## src/rtl/pipe_pkg.sv

```systemverilog
// Shared definitions for the pipeline stage registers.
//   CTRL_W           : width of the control bit-vector carried by every stage
//   CTRL_*           : bit positions inside the control vector
//   DEF_DATA_W/ADDR_W: default payload and write-address widths
//   entry_t          : packed {data, ctrl, waddr} entry at the default widths
package pipe_pkg;

   localparam int CTRL_W     = 4;
   localparam int DEF_DATA_W = 16;
   localparam int DEF_ADDR_W = 4;

   localparam int CTRL_MEM_WEN    = 0;
   localparam int CTRL_MEM_REN    = 1;
   localparam int CTRL_MEM_TO_REG = 2;
   localparam int CTRL_REG_WEN    = 3;

   typedef struct packed {
      logic [DEF_DATA_W-1:0] data;
      logic [CTRL_W-1:0]     ctrl;
      logic [DEF_ADDR_W-1:0] waddr;
   } entry_t;

endpackage

```

## src/rtl/pipe_stage_reg_entry.sv

```systemverilog
// pipe_entry_reg: one valid bit plus one entry word.
//   clk   : rising-edge clock
//   rst   : synchronous active-low reset, clears valid and zeroes the entry
//   load  : capture d and mark the entry valid
//   clear : mark the entry invalid (the stored word is kept); wins over load
//   d     : entry to capture
//   valid : entry present
//   q     : stored entry
module pipe_entry_reg #(
   parameter int W = 24
) (
   input  logic         clk,
   input  logic         rst,
   input  logic         load,
   input  logic         clear,
   input  logic [W-1:0] d,
   output logic         valid,
   output logic [W-1:0] q
);

   always_ff @(posedge clk) begin
      if (!rst) begin
         valid <= 1'b0;
         q     <= '0;
      end else if (clear) begin
         valid <= 1'b0;
      end else if (load) begin
         valid <= 1'b1;
         q     <= d;
      end
   end

endmodule

```

## src/rtl/pipe_stage_reg.sv

```systemverilog
// pipe_stage_reg: parametrised pipeline latch with valid/ready handshake,
// optional two-entry skid buffer, flush and occupancy reporting.
//   clk, rst                     : clock, synchronous active-low reset
//   flush                        : drop every held entry and any entry offered now
//   in_valid/in_ready            : upstream handshake
//   in_data/in_ctrl/in_waddr     : incoming entry
//   out_valid/out_ready          : downstream handshake
//   out_data/out_ctrl/out_waddr  : head entry (out_ctrl is 0 whenever out_valid=0)
//   occupancy                    : number of held entries, 0..2
//
// Handshake: a transfer happens on a rising clk edge where valid and ready are
// both 1. valid never depends on ready on the same side; once out_valid is 1
// the head entry stays put until out_ready takes it (or flush/reset drops it).
module pipe_stage_reg #(
   parameter int DATA_W = pipe_pkg::DEF_DATA_W,
   parameter int CTRL_W = pipe_pkg::CTRL_W,
   parameter int ADDR_W = pipe_pkg::DEF_ADDR_W,
   parameter bit SKID   = 1'b1
) (
   input  logic              clk,
   input  logic              rst,
   input  logic              flush,
   input  logic              in_valid,
   output logic              in_ready,
   input  logic [DATA_W-1:0] in_data,
   input  logic [CTRL_W-1:0] in_ctrl,
   input  logic [ADDR_W-1:0] in_waddr,
   output logic              out_valid,
   input  logic              out_ready,
   output logic [DATA_W-1:0] out_data,
   output logic [CTRL_W-1:0] out_ctrl,
   output logic [ADDR_W-1:0] out_waddr,
   output logic [1:0]        occupancy
);

   import pipe_pkg::*;

   localparam int ENTRY_W = DATA_W + CTRL_W + ADDR_W;

   logic [ENTRY_W-1:0] in_entry;
   logic [ENTRY_W-1:0] main_d;
   logic [ENTRY_W-1:0] main_q;
   logic [ENTRY_W-1:0] skid_q;
   logic               main_valid;
   logic               skid_valid;
   logic               main_load;
   logic               main_clear;
   logic               skid_load;
   logic               skid_clear;
   logic               in_xfer;
   logic               out_xfer;

   assign in_entry = {in_data, in_ctrl, in_waddr};
   assign in_xfer  = in_valid & in_ready;
   assign out_xfer = main_valid & out_ready;

   // Main is always the head. The skid only fills while main is stalled, so
   // the skid entry is always younger than main and ordering is preserved.
   always_comb begin
      main_load  = 1'b0;
      main_clear = 1'b0;
      skid_load  = 1'b0;
      skid_clear = 1'b0;
      main_d     = in_entry;
      if (flush) begin
         main_clear = 1'b1;
         skid_clear = 1'b1;
      end else if (skid_valid && out_xfer) begin
         // in_ready is 0 while the skid is full, so no input competes here
         main_load  = 1'b1;
         main_d     = skid_q;
         skid_clear = 1'b1;
      end else if (in_xfer && (!main_valid || out_xfer)) begin
         main_load = 1'b1;
      end else begin
         if (in_xfer) begin
            skid_load = 1'b1;
         end
         if (out_xfer) begin
            main_clear = 1'b1;
         end
      end
   end

   pipe_entry_reg #(.W(ENTRY_W)) u_main (
      .clk   (clk),
      .rst   (rst),
      .load  (main_load),
      .clear (main_clear),
      .d     (main_d),
      .valid (main_valid),
      .q     (main_q)
   );

   if (SKID) begin : g_skid
      pipe_entry_reg #(.W(ENTRY_W)) u_skid (
         .clk   (clk),
         .rst   (rst),
         .load  (skid_load),
         .clear (skid_clear),
         .d     (in_entry),
         .valid (skid_valid),
         .q     (skid_q)
      );
      // Registered ready: depends only on the skid flop, never on out_ready.
      assign in_ready = ~skid_valid;
   end else begin : g_no_skid
      logic unused_skid;
      assign skid_valid  = 1'b0;
      assign skid_q      = '0;
      assign in_ready    = ~main_valid | out_ready;
      assign unused_skid = skid_load | skid_clear;
   end

   assign out_valid = main_valid;
   assign out_data  = main_q[ENTRY_W-1 -: DATA_W];
   assign out_ctrl  = main_valid ? main_q[ADDR_W +: CTRL_W] : '0;
   assign out_waddr = main_q[ADDR_W-1:0];
   assign occupancy = {1'b0, main_valid} + {1'b0, skid_valid};

endmodule

```

## config.mk

```make
export PLATFORM = sky130hd
export DESIGN_NAME = pipe_stage_reg
export DESIGN_NICKNAME = d
export VERILOG_FILES = /design/src/rtl/pipe_pkg.sv /design/src/rtl/pipe_stage_reg_entry.sv /design/src/rtl/pipe_stage_reg.sv
export SDC_FILE = /design/constraint.sdc
export NUM_CORES = 1
export LEC_CHECK = 0
export CAP_MARGIN = 0
export CORE_ASPECT_RATIO = 0.7
export CORE_MARGIN = 2
export CORE_UTILIZATION = 47
export CTS_BUF_LIST = sky130_fd_sc_hd__clkbuf_4 sky130_fd_sc_hd__clkbuf_8
export DETAILED_ROUTE_END_ITERATION = 10
export PLACE_DENSITY = 0.78
export REMOVE_ABC_BUFFERS = 1
export SYNTH_ARGS = -nofsm -noshare
export SYNTH_HDL_FRONTEND = slang
export SYNTH_HIERARCHICAL = 1
export SYNTH_SLANG_ARGS = --single-unit
```

## constraint.sdc

```tcl
create_clock -name clk -period 1.54 [get_ports clk]
set_input_delay 0.308 -clock clk [delete_from_list [all_inputs] [get_ports clk]]
set_output_delay 0.308 -clock clk [all_outputs]
set_load 0.01 [all_outputs]
```

Word level (Yosys, flattened, before mapping)
Cells that the tools add are included.
{ "op_classes": {"add_sub_neg": 1, "mux": 16, "bitwise": 6, "reduce_logical": 8} }
{ "op_table": {"columns": ["cell", "count"], "rows": [
  ["two-way mux 24 bit", 2],
  ["two-way mux 1 bit", 13],
  ["two-way mux 4 bit", 1],
  ["NOT 1 bit", 4],
  ["AND reduction 2 bit", 2],
  ["OR reduction 2 bit", 2],
  ["adder 1 x 1 -> 2 bit", 1],
  ["AND 1 bit", 2],
  ["logical AND 1 bit", 2],
  ["zero test 1 bit", 1],
  ["logical OR 1 bit", 1]
]} }
{ "word_totals": {"ff_bits": 50, "input_bits": 29, "out_inout_bits": 28, "word_cells": 35} }

Logic depth before layout (Yosys ltp)
Gate-level depths: netlist of the first run.
{ "logic_depth": {"depth_word": 8, "mapped_depth": 7, "mapped_depth_nobuf": 4} }

Modules after synthesis
The synthesis of the first run kept the hierarchy.
{ "by_module_without_submodules": {"columns": ["mod", "instances", "cells_each", "area_each_um2", "seq_area_each_um2"], "rows": [
  ["pipe_entry_reg", 2, 108, 1026.0, 500.5],
  ["pipe_stage_reg", 1, 42, 493.0, 0.0]
]} }

Worst setup path before layout of the first run
OpenSTA, ideal clock, no wires.
{ "synth_path": {"kind": "flip-flop to flip-flop", "startpoint": "register u_main.valid", "endpoint": "register u_main.q[0]", "setup_time_ns": 0.072, "arrival_time_ns": 1.685, "t_required_ns": 1.468, "path_slack_ns": -0.216, "path_stages_with_launch": 8, "path_buffers": 3, "synth_period_minus_slack_ns": 1.756, "cell_sequence": "dfxtp_1 > buf_4 > or2_2 > a211oi_1 > nor2b_4 > buf_6 > buf_12 > mux2i_1"} }
{ "synth_between": {"elab_cells_between_ends": 16, "cone_classes": "9 x mux; 2 x bitwise; 5 x reduce/logical"} }
{ "synth_rtl": {"columns": ["element", "line", "rtl"], "rows": [
  ["start, declared", "pipe_stage_reg_entry.sv:17", "output logic valid,"],
  ["start signal, assigned", "pipe_stage_reg_entry.sv:23", "valid <= 1'b0;"],
  ["start signal, assigned", "pipe_stage_reg_entry.sv:26", "valid <= 1'b0;"],
  ["start signal, assigned", "pipe_stage_reg_entry.sv:28", "valid <= 1'b1;"],
  ["AND 1 bit / zero test 1 bit (equally long branches)", "pipe_stage_reg.sv:55, pipe_stage_reg.sv:73", null],
  ["logical OR 1 bit", "pipe_stage_reg.sv:73", "end else if (in_xfer && (!main_valid || out_xfer)) begin"],
  ["logical AND 1 bit", "pipe_stage_reg.sv:73", null],
  ["two-way mux 1 bit", "pipe_stage_reg.sv:73", null],
  ["two-way mux 1 bit *", "pipe_stage_reg.sv:68", "end else if (skid_valid && out_xfer) begin"],
  ["two-way mux 1 bit *", "pipe_stage_reg.sv:65", "if (flush) begin"],
  ["named net main_load", "pipe_stage_reg.sv:46", "logic main_load;"],
  ["AND reduction 2 bit (no line) *", null, null],
  ["end signal, assigned", "pipe_stage_reg_entry.sv:24", "q <= '0;"],
  ["end signal, assigned", "pipe_stage_reg_entry.sv:29", "q <= d;"],
  ["end, declared", "pipe_stage_reg_entry.sv:18", "output logic [W-1:0] q"]
]} }
The timed path passes the listed nets; every way through them passes the cells marked *.
A chain may end at the register's enable or synchronous reset.

Worst setup path after layout of the first run
{ "layout_path": {"startpoint": "register g_skid.u_skid.valid", "endpoint": "register u_main.q[5]"} }
{ "layout_between": {"elab_cells_between_ends": 14, "cone_classes": "8 x mux; 3 x bitwise; 3 x reduce/logical"} }
{ "layout_rtl": {"columns": ["element", "line", "rtl"], "rows": [
  ["start, declared", "pipe_stage_reg_entry.sv:17", null],
  ["start signal, assigned", "pipe_stage_reg_entry.sv:23", null],
  ["start signal, assigned", "pipe_stage_reg_entry.sv:26", null],
  ["start signal, assigned", "pipe_stage_reg_entry.sv:28", null],
  ["NOT 1 bit", "pipe_stage_reg.sv:106", "assign in_ready = ~skid_valid;"],
  ["AND 1 bit", "pipe_stage_reg.sv:54", "assign in_xfer = in_valid & in_ready;"],
  ["logical AND 1 bit", "pipe_stage_reg.sv:73", null],
  ["two-way mux 1 bit", "pipe_stage_reg.sv:73", null],
  ["two-way mux 1 bit *", "pipe_stage_reg.sv:68", null],
  ["two-way mux 1 bit *", "pipe_stage_reg.sv:65", null],
  ["named net main_load", "pipe_stage_reg.sv:46", null],
  ["AND reduction 2 bit (no line) *", null, null]
]} }
Marked as above.

==> results of run 1 <==
-- state kept, by name, summed over array words and instances (netlist names) --
name and cells:
g_skid.u_skid/q 24, g_skid.u_skid/valid 1, u_main/q 24, u_main/valid 1
-- metal layers --
| metal | GRT usage (%) | share of wire [%] | up-vias |
|---|---|---|---|
| met5 | 0 | 0 | - |
| met4 | 6.72 | 0.92 | 0 |
| met3 | 3.67 | 4.9 | 6 |
| met2 | 30.6 | 47 | 50 |
| met1 | 22.6 | 47 | 851 |
| li1 | - | - | 968 |
-- area by class of cell --
cell class	count	area share, %
multi-input cells	189	40.7
flip-flops and latches	50	29.5
repair buffers	72	22.9
well taps	72	2.64
clock buffers	6	2.42
clock inverters	2	1.76
inverters	1	0.110
-- placed cells by master, fill, tap and decap left out --
cell             synthesis  routed
nand2_1                 97      96
mux2i_1                 48      48
dfxtp_1                 50      48
clkdlybuf4s50_1          0      36
mux2_4                  20      20
dlymetal6s2s_1           0       9
dlygate4sd2_1            0       8
clkbuf_8                 0       6
buf_12                   4       6
buf_6                    4       6
and2_1                   4       4
mux2_2                   4       4
buf_4                    3       4
nor2_1                   4       3
nor2b_4                  2       3
bufinv_16                0       2
nor3b_1                  2       2
inv_1                    1       1
nand4b_4                 1       1
nand2_2                  0       1
o21bai_2                 0       1
a31o_2                   1       1
nand4bb_1                1       1
nor2_2                   0       1
or2_4                    0       1
a211oi_4                 0       1
ha_1                     1       1
dfxtp_4                  0       1
buf_2                    4       1
clkbuf_2                 0       1
clkdlybuf4s15_1          0       1
dfxtp_2                  0       1
-- timing repair --
action	in CTS	in global routing
buffers inserted	9	1
cloned	3	0
endpoints found under the setup margin	56	47
resized for setup	25	16
pin swaps	1	2
endpoints found under the hold margin	0	0
-- worst max path at each step --
| stage | slack, ns | to |
|---|---|---|
| 2_1_floorplan | -0.42 | u_main/q[0] |
| 3_3_place_gp | -0.61 | g_skid.u_skid/q[23] |
| 3_5_place_dp | -0.68 | g_skid.u_skid/q[19] |
| 4_1_cts | -0.09 | occupancy[0] |
| 5_1_grt | -0.09 | u_main/q[14] |
| 6_report | -0.01 | u_main/q[5] |
-- power groups by stage --
stage	sequential, W	clock [W]	combinational, W
after floorplan	0.00137	0	0.000124
after CTS	0.00133	0.00115	0.000363
after global placement	0.00136	0	0.000321
after global routing	0.00133	0.00120	0.000375
final	0.00133	0.00113	0.000345
after detailed placement	0.00136	0	0.000327
-- cells by family after synthesis --
| family | share of synthesized area (%) |
|---|---|
| AOI/OAI and AO/OA | 0.934 |
| adders and majority gates | 0.492 |
| buffers and inverters | 7.62 |
| DFF | 39.3 |
| muxes | 32.4 |
| and+or+nand+nor | 19.2 |
-- cell usage after synthesis (all sizes together) (2+ instances only) --
cell | instances | area [um2]
and2 | 4 | 25.0
buf | 15 | 168
clkbuf | 4 | 22.5
dfxtp | 50 | 1000
mux2 | 24 | 345
mux2i | 48 | 480
nand2 | 97 | 364
nor2 | 4 | 15.0
nor2b | 2 | 27.5
nor3b | 2 | 15.0
-- per-stage QoR --
step	worst slack (ns)	total power (W)	instance area, um2
3_5_place_dp	-0.678	0.00169	3120
2_1_floorplan	-0.424	0.00149	2350
3_3_place_gp	-0.608	0.00168	3120
6_report	-0.0134	0.00280	3410
4_1_cts	-0.0938	0.00284	3460
5_1_grt	-0.0853	0.00291	3410
-- worst max-delay path, delay by kind of cell (launching register included) --
family                 cells  cell delay, ns
and+or+nand+nor            2            0.48
DFF                        1            0.37
buffers and inverters      2            0.24
AOI/OAI and AO/OA          1            0.21
muxes                      1            0.18
==> metrics.md, run 1 <==
| Metric | Value |
|---|---|
| Setup slack, reg-to-reg | `-0.01 ns` |
| Top-Level Pins | `57` |
| Critical Path Sink Type | `flop` |
| Avg Inst Size Synth | `slightly below 10 um2` |
| Diodes inserted | `0` |
| Internal power | `0.00221 W` |
| Switching Power | `0.000594 W` |
| R2r endpoint | `u_main/q[5]` |
| Final ANT Viol Nets | `0` |
| Fillers | `440` |
| Power share of the sequential group | `a little under half` |
| Hold_buf cts | `0` |
| Layout cells sized above 1 | `about a fifth` |
| Die Ht | `between 60 and 70 um` |
| CP startpoint | `g_skid.u_skid/valid` |
| Final period util | `101%` |
| # setup viols final | `1` |
| CP Launch Type | `flop` |
| Post-synthesis async set-or-reset flop share | `0%` |
| Post-DP HPWL | `3170 um` |
| Peak supply drop | `approximately 0.40 mV` |
| GRT overflow | `0` |
| Die outline width | `approximately 92 um` |
| Crit path DAT | `1.79 ns` |
| Setup slack after layout | `-0.0134 ns` |
| Via count | `~1900` |
| Synthesized netlist cell count | `roughly 260` |
| Final hold vios | `0` |
| Initial antenna violation count | `0` |
| Combinational power share | `12.3%` |
| CP Max Fanout | `6` |
| # DRC | `0` |
| CP peak stage delay | `0.37 ns` |
| GP Congestion | `roughly 0.81` |
| Min cycle time layout | `approximately 1.6 ns` |
| Number of global-route vias before repair | `~1800` |
| Post-synth EDFFs | `0` |
| CTS clk-pin slew, worst paths | `0.09 ns` |
| Final core utilization | `approximately 65%` |
| I/O Buffers | `between 50 and 60` |
| Placeable Area | `between 0.005 and 0.006 mm2` |
| CTS Buffer Depth | `2` |
| Via-per-instance ratio | `~4.8` |
| WL per Instance | `around 13 um` |
| First-pass GRT wire length | `~8400 um` |
| H-Tree Depth | `2` |
| Starting Density | `just under 50%` |
| Final Slew Violations | `0` |
| Storage cell area | `0.00101 mm2` |
| Slew headroom | `about three quarters` |
| Placed instance count | `approximately 380` |
| Crit-path slowest cell | `dfxtp_4` |
| Reg2Reg Depth | `6` |
| Worst min-delay path category | `flop to flop` |
| Clk pwr share | `between 40% and 50%` |
| Primary FF master, synth | `dfxtp_1` |
| Die area | `~0.0060 mm2` |
| TritonRoute pass-1 iters | `4` |
| Site row count | `22` |
| Root buffer cell | `clkbuf_8` |
| YS warnings | `6` |
| PD cells | `about 820 mW/mm2` |
| Largest net degree at the start of global routing | `99` |
| Sw frac | `between 20% and 30%` |
| Unrepaired setup endpoints after global routing | `yes` |
| Outcome | `finished, violations left` |
| Worst Max-Slew Pin Slew | `around 0.37 ns` |
| Finished Layout Cells | `392` |
| Final hold slack | `0.460 ns` |
| Max cap viols | `0` |
| RR Startpoint | `g_skid.u_skid/valid` |
| #FFs+latches synth | `50` |
| Final wirelength | `roughly 5200 um` |
| CTS tree | `yes` |
| Drt initial violations | `75` |
| Yosys cell types | `23` |
| Leak pwr | `about 1.5 nW` |
| Post-Syn Area | `0.00254 mm2` |
| Worst path required time | `between 1.5 and 2 ns` |
| WS Path Type | `flop to flop` |
| CP cell instances | `or2_4, a211oi_4, nor2b_4, buf_6, buf_12, mux2i_1` |
| Register area share after synthesis | `between 30 and 40%` |
| Setup Skew | `roughly 0.0081 ns` |
| Area occupied by multi-input gates | `~0.0014 mm2` |
| Failing checks | `setup timing` |
| Fmax | `around 640 MHz` |
| Area growth, synth to finish | `34.0%` |
| Worst hold stages | `2` |
| Worst hold start | `u_main/q[4]` |
| CTS Buf Count | `5` |
| Setup TNS | `-0.0134 ns` |
| Clock sinks | `50` |
| Global Route Usage Sum | `17.9%` |
| WHS Endpoint | `u_main/q[4]` |
| Nets | `approximately 350` |
| Clk Latency, worst-skew pair | `roughly 0.31 ns` |
(Power assumes the default switching activity.)
==> run 2: changes to the inputs <==
Settings changed: CORE_UTILIZATION 47 to 55, PLACE_DENSITY 0.78 to 0.86.
Clock period 1.54 ns to 1.9 ns, I/O delays scaled along.
==> run 2 against run 1 <==
  * Largest power group unchanged
  * The run now ends clean
  * Critical endpoint is now occupancy[1]
  * Via count rose by 0.43%
  * Sequential power decreased by 19%
  * Utilization up 7.0 points
  * Cell count decreased by 6.6%
  * Critical path type is now flop to output port
  * Sequential share of layout area grew 2.1 points
  * Final area shrank 6.8%
  * Clock power fell by 44%
  * Clock skew down 0.0039 ns
  * Flip-flop and latch count unchanged
  * Combinational power fell by 25%
==> metrics.md, run 2 (synthesized netlist as in run 1, its figures left out) <==
| Metric | Value |
|---|---|
| Outcome | `finished, final reports clean` |
| Largest registers | `g_skid.u_skid/q x24, u_main/q x24` |
| Final wirelength | `4860 um (-7.0%)` |
| Unrepaired setup endpoints after global routing | `no` |
| Die outline width | `85.3 um (-7.2%)` |
| GP Congestion | `0.782 (-3.1%)` |
| Starting Density | `57.8% (+9.1 points)` |
| Clk Latency, worst-skew pair | `0.29 ns (-0.02 ns)` |
| Worst Max-Slew Pin Slew | `0.358 ns (-0.0118 ns)` |
| Most frequent cells in the layout | `nand2_1 (97), clkdlybuf4s50_1 (54), mux2i_1 (48), dfxtp_1 (48), mux2_4 (20)` |
| Clock sinks | `50 (unchanged)` |
| Area growth, synth to finish | `24.9%` |
| Hold_buf cts | `0 (unchanged)` |
| TritonRoute pass-1 iters | `4 (unchanged)` |
| Fmax | `between 500 and 600 MHz` |
| Slew headroom | `76.1% (+0.78 points)` |
| CTS Buf Count | `5 (unchanged)` |
| Combinational power share | `13.1% (+0.8 points)` |
| Final core utilization | `72.2% (+7.0 points)` |
| Final period util | `between 90% and 100%` |
| WS Path Type | `flop to output port` |
| Setup Skew | `0.00415 ns (-0.00395 ns)` |
| Final hold vios | `0 (unchanged)` |
| PD cells | `621 mW/mm2 (-24%)` |
| Nets | `340 (-2.6%)` |
| Critical Path Sink Type | `output port` |
| I/O Buffers | `56 (unchanged)` |
| Crit path DAT | `1.41 ns (-0.38 ns)` |
| Worst min-delay path category | `flop to flop` |
| Final Slew Violations | `0 (unchanged)` |
| Power Total | `0.00197 W (-30%)` |
| # setup viols final | `0 (-1)` |
| Global Route Usage Sum | `19.3% (+1.4 points)` |
| Finished Layout Cells | `366 (-6.6%)` |
| Placeable Area | `0.00440 mm2 (-16%)` |
| Post-DP HPWL | `3370 um (+6.2%)` |
| CP Launch Type | `flop` |
| Sw frac | `23.4% (+2.2 points)` |
| GRT overflow | `0 (unchanged)` |
| Diodes inserted | `0 (unchanged)` |
| Site row count | `20 (-9.1%)` |
| Layout cells sized above 1 | `15.4% (-3.9 points)` |
| Top-Level Pins | `57 (unchanged)` |
| Worst path required time | `1.52 ns (-0.26 ns)` |
| Switching Power | `0.000461 W (-22%)` |
| Largest net degree at the start of global routing | `99 (unchanged)` |
| H-Tree Depth | `2 (unchanged)` |
| Post-CTS Setup Inserts | `0 (-9)` |
| Initial antenna violation count | `0 (unchanged)` |
| Die Ht | `60.9 um (-7.1%)` |
| First-pass GRT wire length | `7950 um (-5.8%)` |
| Placed instance count | `358 (-4.8%)` |
| Min cycle time layout | `between 1.5 and 2 ns` |
| CTS tree | `yes` |
| Internal power | `0.00151 W (-32%)` |
| Drt initial violations | `88 (+17%)` |
| Leak pwr | `1.28 nW (-17%)` |
| Final ANT Viol Nets | `0 (unchanged)` |
| CTS Buffer Depth | `2 (unchanged)` |
| Power share of the sequential group | `54.8% (+7.4 points)` |
| Max cap viols | `0 (unchanged)` |
| CP Max Fanout | `12 (+6)` |
| CTS clk-pin slew, worst paths | `0.09 ns (about the same)` |
| Die area | `0.00520 mm2 (-14%)` |
| Via-per-instance ratio | `5.14 (+7.6%)` |
| # DRC | `0 (unchanged)` |
| Clk pwr share | `32.1% (-8.2 points)` |
| WL per Instance | `13.3 um (-0.36%)` |
| Via count | `1883 (+0.43%)` |
| Final hold slack | `0.460 ns (-0.000204 ns)` |
| Peak supply drop | `0.495 mV (+23%)` |
| Root buffer cell | `clkbuf_8` |
| Commonest non-fill, non-tap cell in the layout | `nand2_1` |
| Number of global-route vias before repair | `1807 (+0.22%)` |
==> run 2: changes by cell type in the layout (fill, tap and decap cells not counted), moves of 2 or more <==
cell / delta
buf_12: -3
dlymetal6s2s_1: -8
buf_6: -6
bufinv_16: -2
dlygate4sd2_1: -8
clkdlybuf4s50_1: +18
==> run 2: path summary, 6_finish.rpt <==
path                                             to                start  slack, ns  depth (start not counted)
worst min-delay path            g_skid.u_skid/q[13]  g_skid.u_skid/q[13]       0.46                          2
worst max register to register         u_main/q[16]         u_main/valid       0.18                          5
worst max-delay path                   occupancy[1]         u_main/valid       0.11                          2
worst min register to register  g_skid.u_skid/q[13]  g_skid.u_skid/q[13]       0.46                          2
==> run 2: critical path, cell delays in order, from the launching register on <==
cell	delay [ns]
dfxtp_4	0.42
ha_1	0.17
clkdlybuf4s50_1	0.53
==> run 2: area by class of cell <==
cell class	instances	area [um2]
clock inverter	2	12.5
timing repair buffer	64	656
sequential	50	1010
clock buffer	6	82.6
fill	352	1220
inverter	1	3.75
multi-input combinational	188	1350
tap	55	68.8
==> run 2: power groups by stage <==
stage	Clock [W]	Combinational, W	Sequential [W]
floorplan	0	0.000101	0.00111
CTS	0.000650	0.000259	0.00108
global route	0.000704	0.000279	0.00108
global placement	0	0.000252	0.00110
finish	0.000634	0.000258	0.00108
detailed placement	0	0.000258	0.00111
==> run 2: through the flow <==
step / setup TNS (ns) / area, um2 / setup slack [ns]
2_1_floorplan: -1.54 / 2350 / -0.0642
3_3_place_gp: -2.34 / 3080 / -0.0867
3_5_place_dp: -5.49 / 3080 / -0.204
4_1_cts: 0 / 3180 / 0.00670
5_1_grt: 0 / 3180 / 0.0264
6_report: 0 / 3180 / 0.109
==> run 2: routing by layer <==
layer	wire [um]	share of wire [%]	global-route usage (%)
met1	2360	48	25.8
met2	2230	46	32.4
met4	0	0	2.72
met3	279	5.7	5.44
met5	0	0	0
==> run 2: what timing repair did <==
action                     4_1_cts  5_1_grt
setup endpoints to repair        6        1
resized for setup                3        1
gates cloned                     0        0
pin swaps                        0        0
